## config.mk

```make
export PLATFORM = sky130hd
export DESIGN_NAME = serial_adder_ctrl_flat
export DESIGN_NICKNAME = d
export VERILOG_FILES = /design/src/rtl/serial_adder_ctrl_if.sv /design/src/rtl/serial_adder_ctrl.sv /design/src/flat_wrapper.sv
export SDC_FILE = /design/constraint.sdc
export NUM_CORES = 1
export LEC_CHECK = 0
export CAP_MARGIN = 20
export CORE_MARGIN = 8
export CORE_UTILIZATION = 55
export DETAILED_ROUTE_END_ITERATION = 7
export HOLD_SLACK_MARGIN = 0.02
export PLACE_DENSITY = 0.89
export RECOVER_POWER = 25
export SLEW_MARGIN = 0
export SYNTH_ARGS = -nofsm -noshare
export SYNTH_HDL_FRONTEND = slang
export SYNTH_SLANG_ARGS = --single-unit
```

## constraint.sdc

```tcl
create_clock -name clk -period 3.4 [get_ports clk]
set_clock_uncertainty 0.05 [all_clocks]
set_input_delay 0.51 -clock clk [delete_from_list [all_inputs] [get_ports clk]]
set_output_delay 0.51 -clock clk [all_outputs]
set_load 0.01 [all_outputs]
```

## src/rtl/serial_adder_ctrl_if.sv

```systemverilog
// Handshake and operand/result bundle for the bit-serial adder.
// The master side drives the request; the slave side returns the status and the result.
interface serial_adder_ctrl_if #(
   parameter int WIDTH = 8
);
   logic             start;
   logic [WIDTH-1:0] A;
   logic [WIDTH-1:0] B;
   logic             C;
   logic             busy;
   logic             done;
   logic [WIDTH-1:0] S;
   logic             Carry;

   modport master (output start, A, B, C, input busy, done, S, Carry);
   modport slave  (input start, A, B, C, output busy, done, S, Carry);
endinterface

```

## src/rtl/serial_adder_ctrl.sv

```systemverilog
// Bit-serial adder: one full adder is reused once per bit, LSB first.
// A result is ready WIDTH cycles after start is accepted.
module serial_adder_ctrl #(
   parameter int WIDTH = 8
) (
   input  logic              clk,
   input  logic              rst,
   serial_adder_ctrl_if.slave bus
);
   localparam int CW = $clog2(WIDTH + 1);
   localparam logic [CW-1:0] LAST = CW'(WIDTH - 1);

   typedef enum logic [1:0] {IDLE, RUN, DONE} state_t;

   state_t           state, state_nxt;
   logic [WIDTH-1:0] a_sh, b_sh, res, res_nxt;
   logic             cy;
   logic [CW-1:0]    cnt;
   logic             fa_s, fa_co;
   logic             last;
   logic             accept;

   FullAdder u_fa (
      .a  (a_sh[0]),
      .b  (b_sh[0]),
      .ci (cy),
      .s  (fa_s),
      .co (fa_co)
   );

   assign last   = (cnt == LAST);
   assign accept = (state != RUN) && bus.start;

   always_ff @(posedge clk or posedge rst) begin
      if (rst) state <= IDLE;
      else     state <= state_nxt;
   end

   always_comb begin
      state_nxt = state;
      case (state)
         IDLE:    if (bus.start) state_nxt = RUN;
         RUN:     if (last) state_nxt = DONE;
         DONE:    state_nxt = bus.start ? RUN : IDLE;
         default: state_nxt = IDLE;
      endcase
   end

   always_comb begin
      bus.busy = (state == RUN);
      bus.done = (state == DONE);
   end

   // New sum bit enters from the MSB side so bit 0 ends up at S[0].
   always_comb begin
      res_nxt            = res >> 1;
      res_nxt[WIDTH-1]   = fa_s;
   end

   always_ff @(posedge clk or posedge rst) begin
      if (rst) begin
         a_sh      <= '0;
         b_sh      <= '0;
         res       <= '0;
         cy        <= 1'b0;
         cnt       <= '0;
         bus.S     <= '0;
         bus.Carry <= 1'b0;
      end else if (accept) begin
         a_sh <= bus.A;
         b_sh <= bus.B;
         cy   <= bus.C;
         cnt  <= '0;
      end else if (state == RUN) begin
         a_sh <= a_sh >> 1;
         b_sh <= b_sh >> 1;
         res  <= res_nxt;
         cy   <= fa_co;
         cnt  <= cnt + 1'b1;
         if (last) begin
            bus.S     <= res_nxt;
            bus.Carry <= fa_co;
         end
      end
   end
endmodule

module FullAdder (
   input  logic a,
   input  logic b,
   input  logic ci,
   output logic s,
   output logic co
);
   assign s  = a ^ b ^ ci;
   assign co = (a & b) | (ci & (a ^ b));
endmodule

```

## src/flat_wrapper.sv

```systemverilog
// flat-port wrapper written by rule: the top's interface ports become plain ports
module serial_adder_ctrl_flat 
#(
   parameter int WIDTH = 8
)
  (clk, rst, bus_start, bus_A, bus_B, bus_C, bus_busy, bus_done, bus_S, bus_Carry);
  serial_adder_ctrl_if #(.WIDTH(WIDTH)) bus_i ();
  input  logic clk;
  input  logic rst;
  input wire logic [$bits(bus_i.start)-1:0] bus_start;
  input wire logic [$bits(bus_i.A)-1:0] bus_A;
  input wire logic [$bits(bus_i.B)-1:0] bus_B;
  input wire logic [$bits(bus_i.C)-1:0] bus_C;
  output wire logic [$bits(bus_i.busy)-1:0] bus_busy;
  output wire logic [$bits(bus_i.done)-1:0] bus_done;
  output wire logic [$bits(bus_i.S)-1:0] bus_S;
  output wire logic [$bits(bus_i.Carry)-1:0] bus_Carry;
  assign bus_i.start = bus_start;
  assign bus_i.A = bus_A;
  assign bus_i.B = bus_B;
  assign bus_i.C = bus_C;
  assign bus_busy = bus_i.busy;
  assign bus_done = bus_i.done;
  assign bus_S = bus_i.S;
  assign bus_Carry = bus_i.Carry;
  serial_adder_ctrl #(.WIDTH(WIDTH)) u_core (.clk(clk), .rst(rst), .bus(bus_i));
endmodule
```

# ---- Yosys cells after proc, flatten, opt, wreduce, memory -nomap -nowiden
# Cells that the tools add are included.
dict set report totals {
  regBits 40
  in_bits 20
  output_inout_bits 11
  elab_cells 39
}
dict set report classes {
  add_sub_neg 1
  eq_ne 6
  muxes 12
  bitwise_logic 6
  n_reduce_logical 6
}
# cell n
set op_table {}
lappend op_table {{$mux 8} 4}
lappend op_table {{$mux 4} 2}
lappend op_table {{$pmux 2 s3} 1}
lappend op_table {{$add 4x1->4 const B} 1}
lappend op_table {{$eq 4x3->1 const B} 1}
lappend op_table {{$mux 2} 2}
lappend op_table {{$ne 2x1->1 const B} 2}
lappend op_table {{$reduce_and 2->1} 2}
lappend op_table {{$mux 1} 3}
lappend op_table {{$reduce_and 3->1} 1}
lappend op_table {{$and 1x1->1} 2}
lappend op_table {{$eq 2x1->1 const B} 1}
lappend op_table {{$eq 2x2->1 const B} 1}
lappend op_table {{$logic_not 2->1} 1}
lappend op_table {{$ne 2x2->1 const B} 1}
lappend op_table {{$reduce_bool 2->1} 1}
lappend op_table {{$xor 1x1->1} 2}
lappend op_table {{$logic_and 1x1->1} 1}
lappend op_table {{$not 1->1} 1}
lappend op_table {{$or 1x1->1} 1}

# ---- Depth between registers and ports, before layout
# Gate-level depths: netlist of the first run.
dict set report logic_depth {
  ltp_word 5
  depth_mapped 5
  ltp_nobuf 4
}

# ---- Cells and area by module
# From an unflattened synthesis of the first run, not the netlist that was laid out.
dict set report unflattened {
  cells_unflattened 149
  hier_area_um2 1666.6
}
# module instances cells_per_inst area_each_um2 seq_area_each_um2
set modules_own_cells {}
lappend modules_own_cells {serial_adder_ctrl 1 148 1646.6 975.9}
lappend modules_own_cells {FullAdder 1 1 20.0 0.0}

# ---- Least setup slack after synthesis of the first run
# No wires, ideal clock.
dict set report synth_timing {
  path_type {reg-to-output}
  startpoint {register u_core.state[1]}
  endpoint {output bus_busy}
  arrival_time_ns 0.940
  t_required_ns 2.840
  path_slack_ns 1.900
  stages_incl_launch_ff 4
  n_path_buf 1
  path_cell_list {dfrtp_1 -> nand2b_4 -> inv_2 -> buf_1}
}
dict set report synth_between {
  elab_chain_len 1
}
# item line_no
set synth_lines {}
lappend synth_lines {{start, declared} serial_adder_ctrl.sv:15} ;# state_t state, state_nxt;
lappend synth_lines {{start signal, assigned} serial_adder_ctrl.sv:36} ;# else state <= state_nxt;
lappend synth_lines {{$eq 2x1->1} serial_adder_ctrl.sv:50} ;# bus.busy = (state == RUN);
lappend synth_lines {{end, declared} flat_wrapper.sv:14} ;# output wire logic [$bits(bus_i.busy)-1:0] bus_busy;
# Every way passes these cells.

# ---- Worst setup path after layout of the first run
# Same ends and word-level chain as after synthesis.

==> metrics.md, run 1 <==
| Metric | Value |
|---|---|
| Status | `completed` |
| DR iter-0 viols | `69` |
| Slew @ Worst Pin | `1020 ps` |
| Top cell type's share of synthesized area | `0.586` |
| Worst setup path category | `flop to output port` |
| Pins Over Slew Limit | `0` |
| Critical path peak fanout | `13` |
| Crit share post-route | `0.622` |
| DP Wirelength | `2190 um` |
| FF-to-FF End | `u_core.bus.S[3]` |
| P&R area growth vs syn | `25.6%` |
| Layout net count | `between 200 and 250` |
| RSZ-0062 raised after global routing | `false` |
| Critical Path End | `bus_busy` |
| CTS tree | `yes` |
| Maximum VDD drop | `0.442 mV` |
| Die X-Extent | `a little over 70 um` |
| Die ar. | `5050 um^2` |
| Post-Syn Area | `approximately 1700 um^2` |
| Layout Utilization | `0.703` |
| Element type at the critical path end | `output port` |
| Clk Latency, worst-skew pair | `350 ps` |
| Mean cell area of the mapped netlist | `11.2 um^2` |
| Pin count of the biggest net entering global routing | `46` |
| Pre-Repair DR Iteration Count | `4` |
| CTS Buf Count | `5` |
| GR Overflow Total | `0` |
| Final Power | `1.78 mW` |
| Vias in the first global route | `1124` |
| Synthesis Warnings | `0` |
| Postcts setup bufs | `0` |
| Top-count cell post-synth | `nand2_1` |
| Final hold violation count | `0` |
| Register area share after synthesis | `0.586` |
| I/O Pins | `31` |
| EDFF count, synth | `0` |
| TNS Setup | `0 ps` |
| Tmin final | `~2100 ps` |
| Async set-reset flop share out of synthesis | `1.00` |
| CTS sink count | `39` |
| Hold-fix buffers at CTS | `0` |
| Final antenna diode count | `0` |
| Htree depth | `2` |
| Reg-to-Reg Start | `u_core.cnt[0]` |
| Clk buf depth | `2` |
| Max-cap viol count | `0` |
| Initial core utilization | `0.560` |
| Cts repair resizes | `0` |
| Crit path arrival time | `1560 ps` |
| GRT Util Overall | `0.134` |
| Layout cells sized above 1 | `0.121` |
| CTS clock-pin slew for the worst setup and hold paths | `120 ps` |
| #FFs+latches synth | `39` |
| Startpoint types | `flop` |
| Port-buffer cells | `30` |
| F_max | `472 MHz` |
| Core area | `around 3000 um^2` |
| Slew HR | `0.320` |
| Synth top cells by count | `nand2_1, dfrtp_1, o21ai_0, mux2i_1, mux2_2` |
| Pwr/cell area | `851 nW/um^2` |
| WL per Instance | `14.8 um` |
| Data required time of the worst path | `2840 ps` |
| CTS Root Buffer Type | `clkbuf_4` |
| R2r setup slk | `~1700 ps` |
| Vias/cell | `5.36` |
| DRC | `0` |
| Rows | `20` |
| Total Wirelength | `3190 um` |
| Most used DFF post-synth | `dfrtp_1` |
| Reg2Reg Depth | `4` |
| # setup viols final | `0` |
| Syn_nets | `approximately 170` |
| Leak | `just under 1 nW` |
| Area leader, netlist | `dfrtp_1` |
| Crit path from | `u_core.state[1]` |
| Die Span Y | `71.0 um` |
| Fin Hold WS | `439 ps` |
| First-pass GRT wire length | `5170 um` |
| Post-Synthesis Cells | `149` |
| Area contributors post-synth | `dfrtp_1, mux2i_1, nand2_1` |
| Initial antenna violation count | `0` |
| Hold Crit Class | `flop to flop` |
| Placer Congestion | `0.757` |
| Yosys cell types | `20` |
| Detail Route Antenna Nets | `0` |
| Vias | `1152` |
-- worst min path at each step --
| stage | end | start | slack, ps | cells past startpoint |
|---|---|---|---|---|
| after detailed placement | u_core.a_sh[5] | u_core.a_sh[6] | 420 | 2 |
| after global routing | u_core.res[1] | u_core.res[1] | 470 | 2 |
| after floorplan | u_core.res[1] | u_core.res[1] | 390 | 2 |
| final | u_core.a_sh[0] | u_core.a_sh[1] | 440 | 2 |
| after global placement | u_core.res[1] | u_core.res[1] | 410 | 2 |
| after CTS | u_core.a_sh[0] | u_core.a_sh[1] | 440 | 2 |
-- critical path, stage by stage, from the launching register on --
cell and delay (ps):
dfrtp_1 390, nand2b_4 210, inv_2 80, clkdlybuf4s50_1 530
-- cell families after synthesis --
kind of cell,after synthesis,share of synthesized area
flip-flops,39,0.586
buffers and inverters,10,0.0255
multiplexers,28,0.176
AO/OA/AOI/OAI,19,0.0571
adder cells (fa/ha/maj),2,0.0195
AND/OR/NAND/NOR,51,0.137
-- routing by layer --
| metal | routed length [um] | GRT usage | vias to the layer above |
|---|---|---|---|
| li1 | - | - | 564 |
| met1 | 1210 | 0.137 | 534 |
| met2 | 1630 | 0.213 | 37 |
| met3 | 155 | 0.0438 | 17 |
| met4 | 195 | 0.127 | 0 |
| met5 | 0 | 0 | - |
-- layout by cell type (no fill, tap or decap) --
cell type,synthesis,final
fa_1,1,1
ha_1,1,1
dlygate4sd3_1,0,1
clkbuf_4,0,5
inv_1,2,2
nor3_4,1,1
nand3_1,4,4
o21ai_0,19,19
nor3_1,1,1
nand2_1,40,40
and2b_1,1,1
buf_4,1,2
nand3b_1,1,1
mux2_2,10,10
mux2i_1,18,18
nor2_1,2,2
clkbuf_1,4,1
bufinv_16,0,2
inv_2,1,1
nand2b_4,1,1
clkdlybuf4s50_1,0,29
dfrtp_1,39,39
-- cell type report --
cell class	count	area [um^2]
clock inverter	2	60.1
tap	33	41.3
multi-input combinational	100	648
timing repair buffer	32	315
clock buffer	6	41.3
sequential	39	976
inverter	3	11.3
fill	204	885
-- sequential cells by signal, indices dropped and copies added, names as in the netlist --
| signal | cells |
|---|---|
| u_core.a_sh | 8 |
| u_core.b_sh | 8 |
| u_core.bus.Carry | 1 |
| u_core.bus.S | 8 |
| u_core.cnt | 4 |
| u_core.cy | 1 |
| u_core.res | 7 |
| u_core.state | 2 |
-- stage by stage --
stage                     cells  worst slack (ps)  area, um^2
after global routing        215              1180        2090
after detailed placement    207              1120        1990
final                       215              1280        2090
after CTS                   215              1250        2090
after global placement      207              1160        1990
after floorplan             149              1900        1670
-- power breakdown --
group | leakage, nW | switching [mW] | total [mW] | internal [mW]
Clock | 0.0525 | 0.150 | 0.379 | 0.229
Combinational | 0.439 | 0.306 | 0.608 | 0.303
Sequential | 0.489 | 0.132 | 0.795 | 0.663
Total | 0.981 | 0.587 | 1.78 | 1.19
Note: power is estimated with default switching activity, not from simulation.
==> run 2, diff against run 1 <==
--- a/config.mk
+++ b/config.mk
@@ -7,10 +7,10 @@
 export LEC_CHECK = 0
 export CAP_MARGIN = 20
 export CORE_MARGIN = 8
-export CORE_UTILIZATION = 55
+export CORE_UTILIZATION = 46
 export DETAILED_ROUTE_END_ITERATION = 7
 export HOLD_SLACK_MARGIN = 0.02
-export PLACE_DENSITY = 0.89
+export PLACE_DENSITY = 0.81
 export RECOVER_POWER = 25
 export SLEW_MARGIN = 0
 export SYNTH_ARGS = -nofsm -noshare
==> constraint.sdc (replaced) <==
create_clock -name clk -period 1.8 [get_ports clk]
set_clock_uncertainty 0.05 [all_clocks]
set_input_delay 0.27 -clock clk [delete_from_list [all_inputs] [get_ports clk]]
set_output_delay 0.27 -clock clk [all_outputs]
set_load 0.01 [all_outputs]
==> run 2 against run 1 <==
Via count decreased by 0.17%; total power increased by 71%; worst setup slack got worse by 1100 ps; critical path depth increased by 1.
==> metrics.md, run 2 (same netlist as run 1, synthesis figures left out) <==
| Metric | Value |
|---|---|
| Final antenna diode count | `0` |
| TNS Setup | `0 ps` |
| Final Power | `just over 3 mW` |
| Most frequent cells in the layout | `nand2_1, dfrtp_1, clkdlybuf4s50_1, o21ai_0, mux2i_1` |
| Final hold violation count | `0` |
| Crit path buf inv count | `0` |
| Fin Hold WS | `437 ps` |
| Sw frac | `0.353` |
| Initial antenna violation count | `0` |
| WL per Instance | `13.4 um` |
| Crit path max-delay family | `simple AND/OR/NAND/NOR gates` |
| GR Overflow Total | `0` |
| Status | `completed` |
| WHS Path Cells | `2` |
| Reg2Reg Depth | `4` |
| CTS clock-pin slew for the worst setup and hold paths | `110 ps` |
| Commonest non-fill, non-tap cell in the layout | `nand2_1` |
| Detail Route Antenna Nets | `0` |
| Sw Pwr | `1.08 mW` |
| Slew HR | `0.382` |
| Rows | `22` |
| Leak | `0.970 nW` |
| Biggest regs | `u_core.a_sh (8), u_core.b_sh (8), u_core.bus.S (8)` |
| First-pass GRT wire length | `5390 um` |
| CTS Root Buffer Type | `clkbuf_4` |
| # setup viols final | `0` |
| Layout Utilization | `0.580` |
| Fin area | `2070 um^2` |
| Tmin final | `1640 ps` |
| Data required time of the worst path | `between 1500 and 2000 ps` |
| Min-delay src | `u_core.b_sh[2]` |
| Pin count of the biggest net entering global routing | `40` |
| FF-to-FF End | `u_core.bus.S[6]` |
| Startpoint types | `flop` |
| Die ar. | `roughly 5800 um^2` |
| Worst setup path category | `flop to flop` |
| RSZ-0062 raised after global routing | `false` |
| Reg-to-Reg Start | `u_core.cnt[0]` |
| Port-buffer cells | `30` |
| CP Cell Sequence | `ha_1 > nand2_1 > nor3_4 > mux2_2` |
| DR iter-0 viols | `50` |
| Die X-Extent | `76.2 um` |
| Crit share post-route | `0.910` |
| Core area | `between 3000 and 4000 um^2` |
| CTS sink count | `39` |
| Hold-fix buffers at CTS | `0` |
| Area after DPL | `2040 um^2` |
| Fill cell count | `326` |
| Power share of the sequential group | `0.493` |
| F_max | `611 MHz` |
| Combinational group share of total power | `0.380` |
| R2r setup slk | `around 160 ps` |
| Placer Congestion | `0.713` |
| P&R area growth vs syn | `24.5%` |
| Clock Power Share | `0.127` |
| Vias | `1150` |
| I/O Pins | `31` |
| Clk Latency, worst-skew pair | `330 ps` |
| Layout net count | `205` |
| Hold Crit Class | `flop to flop` |
| Max-cap viol count | `0` |
| Layout cells sized above 1 | `0.121` |
| Htree depth | `2` |
| Vias in the first global route | `1233` |
| Pre-Repair DR Iteration Count | `6` |
| Total Wirelength | `roughly 3100 um` |
| Element type at the critical path end | `flop` |
| CTS tree | `yes` |
| Int Power | `1.98 mW` |
| Pwr/cell area | `1470 nW/um^2` |
| Vias/cell | `around 5` |
| Maximum VDD drop | `0.713 mV` |
| CTS Buf Count | `5` |
| Slew @ Worst Pin | `927 ps` |
| Worst path max stage delay | `400 ps` |
| Pins Over Slew Limit | `0` |
| Clk buf depth | `2` |
| Die Span Y | `76.2 um` |
| DP Wirelength | `~2300 um` |
| CP max stage cell | `dfrtp_1` |
| Critical path peak fanout | `10` |
| Initial core utilization | `0.466` |
| Crit path arrival time | `1800 ps` |
| GRT Util Overall | `0.110` |
| Hold worst-path end | `u_core.b_sh[1]` |
| DRC | `0` |
run 2: cell types whose count changed in the layout (fill, tap and decap cells not counted), sizes merged:
| cell | previous run | this run |
|---|---|---|
| buf | 2 | 3 |
| bufinv | 2 | 0 |
| clkbuf | 6 | 7 |
| clkdlybuf4s50 | 29 | 27 |
| dlygate4sd2 | 0 | 2 |
run 2: worst max path at each step:
stage,from,end,cells after the start
finish,u_core.cnt[0],u_core.bus.S[6],4
detailed placement,u_core.cnt[0],u_core.bus.S[2],4
global route,u_core.cnt[0],u_core.bus.S[6],4
global placement,u_core.cnt[0],u_core.bus.S[6],4
CTS,u_core.cnt[0],u_core.bus.S[6],4
floorplan,u_core.cnt[0],u_core.bus.Carry,4
run 2: routing by layer:
metal,up-vias,track usage,part of all wire
li1,566,-,-
met1,551,0.132,0.47
met2,29,0.169,0.45
met3,4,0.0436,0.067
met4,0,0.0500,0.0091
met5,-,0,0
run 2: cell type report:
type,count,area [um^2],share of cell area
Clock buffer,6,41.3,0.0199
Inverter,3,11.3,0.00543
Multi-Input combinational cell,100,648,0.312
Sequential cell,39,976,0.470
Tap cell,48,60.1,0.0290
Timing Repair Buffer,34,338,0.163
run 2: what timing repair did:
| action | CTS | global route |
|---|---|---|
| buffers inserted | 0 | 0 |
| gates resized for setup | 2 | 0 |
| setup endpoints to repair | 2 | 0 |
run 2: power by group through the flow:
stage | clock network, mW | logic, mW | registers, mW
CTS | 0.408 | 1.18 | 1.50
global route | 0.446 | 1.32 | 1.55
global placement | 0 | 1.14 | 1.49
floorplan | 0 | 0.706 | 1.50
finish | 0.388 | 1.16 | 1.50
detailed placement | 0 | 1.19 | 1.52
run 2: worst register-to-register path, stage by stage, from the launching register on:
cell     delay (ps)
dfrtp_1         400
ha_1            200
nand2_1         100
nor3_4          380
mux2_2          400
run 2: through the flow:
step                instances  setup slack [ps]
finish                    230               162
global route              230              60.7
CTS                       230               143
detailed placement        224               154
global placement          224               219
floorplan                 149               332
